--- src/rtl/serial_adder_scheduler.sv ---
// serial_adder_scheduler: round-robin arbiter in front of one shared bit-serial full adder.
// A granted request is added LSB first, one bit per clk, and returned as {carry_out, sum} with its id.
module serial_adder_scheduler #(
    parameter int WIDTH = 8
) (
    input  logic             clk,
    input  logic             resetn,
    input  logic             req0_valid,
    output logic             req0_ready,
    input  logic [WIDTH-1:0] req0_a,
    input  logic [WIDTH-1:0] req0_b,
    input  logic             req0_cin,
    input  logic             req1_valid,
    output logic             req1_ready,
    input  logic [WIDTH-1:0] req1_a,
    input  logic [WIDTH-1:0] req1_b,
    input  logic             req1_cin,
    output logic             rsp_valid,
    input  logic             rsp_ready,
    output logic [WIDTH:0]   rsp_sum,
    output logic             rsp_id,
    output logic             busy
);
    localparam int CW = $clog2(WIDTH);

    typedef enum logic [1:0] {IDLE, SHIFT, RESP} state_t;

    state_t           r_state;
    logic [WIDTH-1:0] r_a;
    logic [WIDTH-1:0] r_b;
    logic [WIDTH-1:0] r_sum;
    logic [CW-1:0]    r_cnt;
    logic             r_carry;
    logic             r_id;
    logic             r_last_grant;

    logic             w_any;
    logic             w_grant;
    logic             w_accept;
    logic             w_sbit;
    logic             w_cout;
    logic             w_last_bit;
    logic [WIDTH-1:0] w_next_sum;

    // On a tie the requester that did not win last time is granted.
    assign w_any      = req0_valid | req1_valid;
    assign w_grant    = req1_valid & (~req0_valid | ~r_last_grant);
    assign w_accept   = resetn & (r_state == IDLE) & w_any;
    assign req0_ready = w_accept & ~w_grant;
    assign req1_ready = w_accept & w_grant;
    assign busy       = r_state != IDLE;

    assign w_sbit     = r_a[0] ^ r_b[0] ^ r_carry;
    assign w_cout     = (r_a[0] & r_b[0]) | (r_a[0] & r_carry) | (r_b[0] & r_carry);
    assign w_last_bit = r_cnt == CW'(WIDTH - 1);
    // New sum bit enters at the MSB; after WIDTH shifts bit 0 has reached position 0.
    assign w_next_sum = WIDTH'({w_sbit, r_sum} >> 1);

    always_ff @(posedge clk) begin
        if (!resetn) begin
            r_state      <= IDLE;
            r_a          <= '0;
            r_b          <= '0;
            r_sum        <= '0;
            r_cnt        <= '0;
            r_carry      <= 1'b0;
            r_id         <= 1'b0;
            r_last_grant <= 1'b1;
            rsp_valid    <= 1'b0;
            rsp_sum      <= '0;
            rsp_id       <= 1'b0;
        end else begin
            case (r_state)
                IDLE: begin
                    if (w_accept) begin
                        r_a          <= w_grant ? req1_a : req0_a;
                        r_b          <= w_grant ? req1_b : req0_b;
                        r_carry      <= w_grant ? req1_cin : req0_cin;
                        r_id         <= w_grant;
                        r_last_grant <= w_grant;
                        r_cnt        <= '0;
                        r_sum        <= '0;
                        r_state      <= SHIFT;
                    end
                end
                SHIFT: begin
                    r_a     <= r_a >> 1;
                    r_b     <= r_b >> 1;
                    r_carry <= w_cout;
                    r_sum   <= w_next_sum;
                    r_cnt   <= r_cnt + 1'b1;
                    if (w_last_bit) begin
                        rsp_sum   <= {w_cout, w_next_sum};
                        rsp_id    <= r_id;
                        rsp_valid <= 1'b1;
                        r_state   <= RESP;
                    end
                end
                RESP: begin
                    if (rsp_ready) begin
                        rsp_valid <= 1'b0;
                        r_state   <= IDLE;
                    end
                end
                default: r_state <= IDLE;
            endcase
        end
    end
endmodule
--- config.mk ---
export PLATFORM = sky130hd
export DESIGN_NAME = serial_adder_scheduler
export DESIGN_NICKNAME = d
export VERILOG_FILES = /design/src/rtl/serial_adder_scheduler.sv
export SDC_FILE = /design/constraint.sdc
export NUM_CORES = 1
export LEC_CHECK = 0
export ABC_CLOCK_PERIOD_IN_PS = 2400
export CAP_MARGIN = 20
export CORE_UTILIZATION = 25
export CTS_BUF_LIST = sky130_fd_sc_hd__clkbuf_8
export CTS_CLUSTER_SIZE = 16
export DETAILED_ROUTE_END_ITERATION = 8
export DONT_BUFFER_PORTS = 1
export PLACE_DENSITY_LB_ADDON = 0.08
export SYNTH_ARGS = -nofsm -noshare
export SYNTH_HDL_FRONTEND = slang
export SYNTH_SLANG_ARGS = --single-unit
--- constraint.sdc ---
create_clock -name clk -period 2.4 [get_ports clk]
set_input_delay 0.48 -clock clk [delete_from_list [all_inputs] [get_ports clk]]
set_output_delay 0.48 -clock clk [all_outputs]
set_load 0.01 [all_outputs]
After elaboration in Yosys (flattened, before gate mapping) --
Cells that the tools add are included.
Storage, ports and cells: logic and storage cells 64, bits in registers 43, input bits 39
Cells by class: add/sub/neg operators 1, equality and inequality tests 6, muxes and demuxes 20, bitwise gates (word level) 17, reduce and logical (&&, ||, !) cells 9
Operators by type and width (number):
- 8-bit one-hot mux with 2 select lines | 3
- 8-bit 2-to-1 mux | 5
- 1-bit AND | 8
- 2-bit 2-to-1 mux | 3
- 2-bit != test, second input constant | 3
- 2-bit one-hot mux with 3 select lines | 1
- 3-bit one-hot mux with 2 select lines | 1
- 2-bit AND reduction | 3
- 3-bit AND reduction | 2
- 2-bit nonzero test | 3
- 1-bit 2-to-1 mux | 4
- 1-bit OR | 4
- 1-bit one-hot mux with 2 select lines | 2
- 3-bit by 1-bit adder with 3-bit output, second input constant | 1
- 3-bit == test, second input constant | 1
- 3-bit 2-to-1 mux | 1
- 1-bit inverter | 3
- 2-bit by 1-bit == test with 1-bit output, second input constant | 1
- 2-bit == test, second input constant | 1
- 2-bit zero test | 1
- 1-bit XOR | 2

Depth between registers and ports, before layout --
depth in word-level cells 6, depth in mapped cells 6, mapped depth without buffers 5

Worst setup path before layout --
OpenSTA, ideal clock, no wires.
path type in2out, from in req1_valid, to out req1_ready, slack 718 ps, path buffers 1, data required time 1920 ps, arrival time 1202 ps, cell stages on the path 4, cells stage by stage nor3b_4 -> buf_6 -> nand2_1 -> nor2_1
On the way: word-level cells in the longest chain between the ends 3
RTL lines:
- from (decl) | RTL line 13 | input logic req1_valid,
- 1-bit OR | RTL line 46 | assign w_any = req0_valid | req1_valid;
- 1-bit AND | RTL line 48 | assign w_accept = resetn & (r_state == IDLE) & w_any;
- 1-bit AND * | RTL line 50 | assign req1_ready = w_accept & w_grant;
- to (decl) | RTL line 14 | output logic req1_ready,
Every way passes the cells marked *; elsewhere a longest branch is shown, timed or not.

Worst setup path in the final report --
from reg r_state[0], to out req1_ready
On the way: word-level cells in the longest chain between the ends 4
RTL lines:
- from (decl) | RTL line 28 | state_t r_state;
- from (signal assigned) | RTL line 61 | r_state <= IDLE;
- from (signal assigned) | RTL line 83 | r_state <= SHIFT;
- from (signal assigned) | RTL line 96 | r_state <= RESP;
- 2-bit zero test | RTL line 48
- 1-bit AND (2 in a row) | RTL line 48
- 1-bit AND | RTL line 50
No other way between the ends.

==> qor.tcl <==
set qor(status) {completed}
set qor(final_max_slew_viol_count) 0
set qor(cp_slowest_cell) {dfxtp_1}
set qor(cpPeakStageDelay_ns) 0.44
set qor(floorplan.initialDensity) 0.2615
set qor(place.detailed.instances) 309
set qor(maximum_frequency_from_static_timing_analysis_mhz) 553.7
set qor(mappedNetlistNets) 265
set qor(cp-start-kind) {flop}
set qor(cts_root_cell) {clkbuf_8}
set qor(total_power_mw) 1.436
set qor(worst_setup_path_end_kind) {output pin}
set qor(vias_in_the_first_global_route) 1636
set qor(drt_iter0_drc) 118
set qor(stdcell_count) 317
set qor(path_clk_slew_ns) 0.08
set qor(antenna_found_initial) 0
set qor(synth.lib_cells_used.distinct) 29
set qor(hold_viol_final) 0
set qor(diodes) 0
set qor(routed-via-count) 1645
set qor(tritoncts_clock_tree) {done}
set qor(viasPerCell) 5.189
set qor(syn-cell-area_sq_um) 1917
set qor(max-vdd-ir-drop_uv) 262.4
set qor(timing.rr.end) {r_b[5]}
set qor(clock_sink_count) 42
set qor(crit_fanout) 9
set qor(power_density_nw_per_um2) 680.9
set qor(worst_setup_slack_for_register_to_register_paths_ns) 0.69
set qor(critPathLaunch) {r_state[0]}
set qor(boundaryPins) 53
set qor(post_detailed_route_wirelength_per_cell_microns) 16.58
set qor(rr_startpoint) {r_state[0]}
set qor(synthAdderAreaFrac) 0.02350
set qor(min_to) {r_last_grant}
set qor(detail_route.drc_violations) 0
set qor(synth_top_cell_area_share) 0.4386
set qor(io_buf_count) 0
set qor(yosys_warnings) 0
set qor(flop_and_latch_count_out_of_synthesis) 42
set qor(holdCritPathClass) {primary input to flop}
set qor(rsz0062_at_grt) {no}
set qor(synth-simple-area-share) 0.1952
set qor(wl_mm) 5.255
set qor(post-synth-top-count-cell) {dfxtp_1}
set qor(timing.clock.skew_ns) 0.004009
set qor(finalNetCount) 259
set qor(drv_cap) 0
set qor(post_cts.repair.setup_buffers) 0
set qor(worst_ep_arrival_time_ns) 1.33
set qor(min_from) {resetn}
set qor(grt_max_degree) 40
set qor(synth_commonest_cells) {42 x dfxtp_1, 25 x nand2_1, 23 x a21oi_1}
set qor(hold_depth) 1
set qor(gp_congestion) 0.6490
set qor(cts_inserted_buffers) 5
set qor(max-clock-path-buffers) 2
set qor(setup_viol_count_final) 0
set qor(synthCells) 223
set qor(core.rowCount) 31
set qor(synth_compound_gate_area_share) 0.2448
set qor(die_area_sq_um) 8022
set qor(async_reset_ff_frac) 0
set qor(min_cycle_time_layout_ns) 1.806
set qor(synth-seq-area-share) 0.4386
set qor(synth.avg_cell_area_sq_um) 8.596
set qor(grt_overflow) 0
set qor(post_cts_hold_buffer_count) 0
set qor(synth_largest_area_cell) {dfxtp_1}
set qor(dominant_combinational_cell_family_by_area_after_synthesis) {compound AO/OA/AOI/OAI gates}
set qor(post_synthesis_xor_xnor_area_fraction) 0
set qor(yosys-mux-area-fraction) 0
set qor(route.antenna.remaining_nets) 0
set qor(grt_first_pass_wirelength_mm) 8.625
set qor(layout-drive-gt1-share) 0.1055
set qor(headroom_to_the_max_slew_limit) 0.6057
set qor(final.setup.tns_ns) 0
set qor(fp.dieW_microns) 89.57
set qor(power.static_leakage_nw) 0.6735
set qor(worstPathCellList) {nor3b_4 > nand2_1 > nor2_1}
set qor(areaGrowthSynthToFinish_pct) 10.05
set qor(critical_path_required_ns) 1.92
set qor(cts.htree.levels) 2
set qor(grtUsageTotal) 0.1424
set qor(synth_edf_count) 0
set qor(clk-insertion-delay-late_ns) 0.29
set qor(netlist_top_cells_area) {dfxtp_1 44%, a32oi_1 6.9%, o221ai_1 6.9%}
set qor(path_class) {flop to output pin}
set qor(placeableCoreArea_sq_um) 7331
set qor(final.period_utilization) 0.7525
set qor(slew_of_the_pin_with_the_lowest_slew_margin_ns) 0.5875
set qor(r2r.worst_path.cells) 4
set qor(synth_flop_cell) {dfxtp_1}
set qor(cts_resized) 0
set qor(drt-pass1-iter-count) 4
set qor(dp.final_hpwl_mm) 3.400
set qor(dieHeight_microns) 89.57
state kept, by name, indices dropped and copies added (netlist names):
| name | count |
|---|---|
| r_a | 8 |
| r_b | 8 |
| r_carry | 1 |
| r_cnt | 3 |
| r_id | 1 |
| r_last_grant | 1 |
| r_state | 2 |
| r_sum | 7 |
| rsp_id | 1 |
| rsp_sum | 9 |
| rsp_valid | 1 |
area by class of cell:
type | count | area [sq um]
flip-flops and latches | 42 | 840.8
well taps | 99 | 123.9
repair buffers | 10 | 75.07
clock inverters | 3 | 40.04
fillers | 792 | 5221
clock buffers | 5 | 68.82
inverters | 18 | 67.56
multi-input cells | 140 | 893.4
cells by family after synthesis:
logic type                 count (synthesis)
AOI/OAI and AO/OA                         69
and+or+nand+nor                           68
DFF                                       42
buffers and inverters                     41
adders and majority gates                  3
critical path, delay by kind of cell (launching register included):
family | cells | cell delay [ns]
AND/OR/NAND/NOR | 3 | 0.60
flip-flops | 1 | 0.44
cell usage in the layout (no fill, tap or decap), drive strengths merged, types with 2 or more instances in the layout:
master and count:
a21oi 23, a32oi 15, buf 10, clkbuf 5, clkinv 2, dfxtp 42, ha 2, inv 18
nand2 25, nand2b 3, nand3 10, nand4 19, nor2 2, nor3b 2, o211ai 3, o21ai 12
o221ai 15
routing by layer:
layer,global-route usage,wire length (microns),vias up
met5,0,0,-
met4,0.03896,38,0
met3,0.04801,374,5
met2,0.2197,2370,52
met1,0.1890,2472,777
li1,-,-,811
how the worst max path moves through the flow:
| stage | slack [ns] | cells past startpoint | end |
|---|---|---|---|
| 2_1_floorplan | 0.72 | 4 | req1_ready |
| 3_3_place_gp | 0.73 | 4 | r_a[0] |
| 3_5_place_dp | 0.70 | 4 | r_b[4] |
| 4_1_cts | 0.54 | 3 | req1_ready |
| 5_1_grt | 0.47 | 3 | req1_ready |
| 6_report | 0.59 | 3 | req1_ready |
power by group:
part / internal (mW) / switching (mW)
Clock: 0.306 / 0.248
Combinational: 0.0508 / 0.0833
Sequential: 0.727 / 0.0212
stage by stage:
step / setup WS (ns) / util / hold WS (ns) / area (sq um)
after floorplan: 0.7178 / - / 0.4401 / 1917
after global placement: 0.7314 / 0.2729 / 0.4615 / 2001
after detailed placement: 0.6992 / 0.2729 / 0.4646 / 2001
after CTS: 0.5429 / 0.2878 / 0.2680 / 2110
after global routing: 0.4661 / 0.2878 / 0.2777 / 2110
final: 0.5940 / 0.2878 / 0.2840 / 2110
Power figures use the tool's default switching activity.
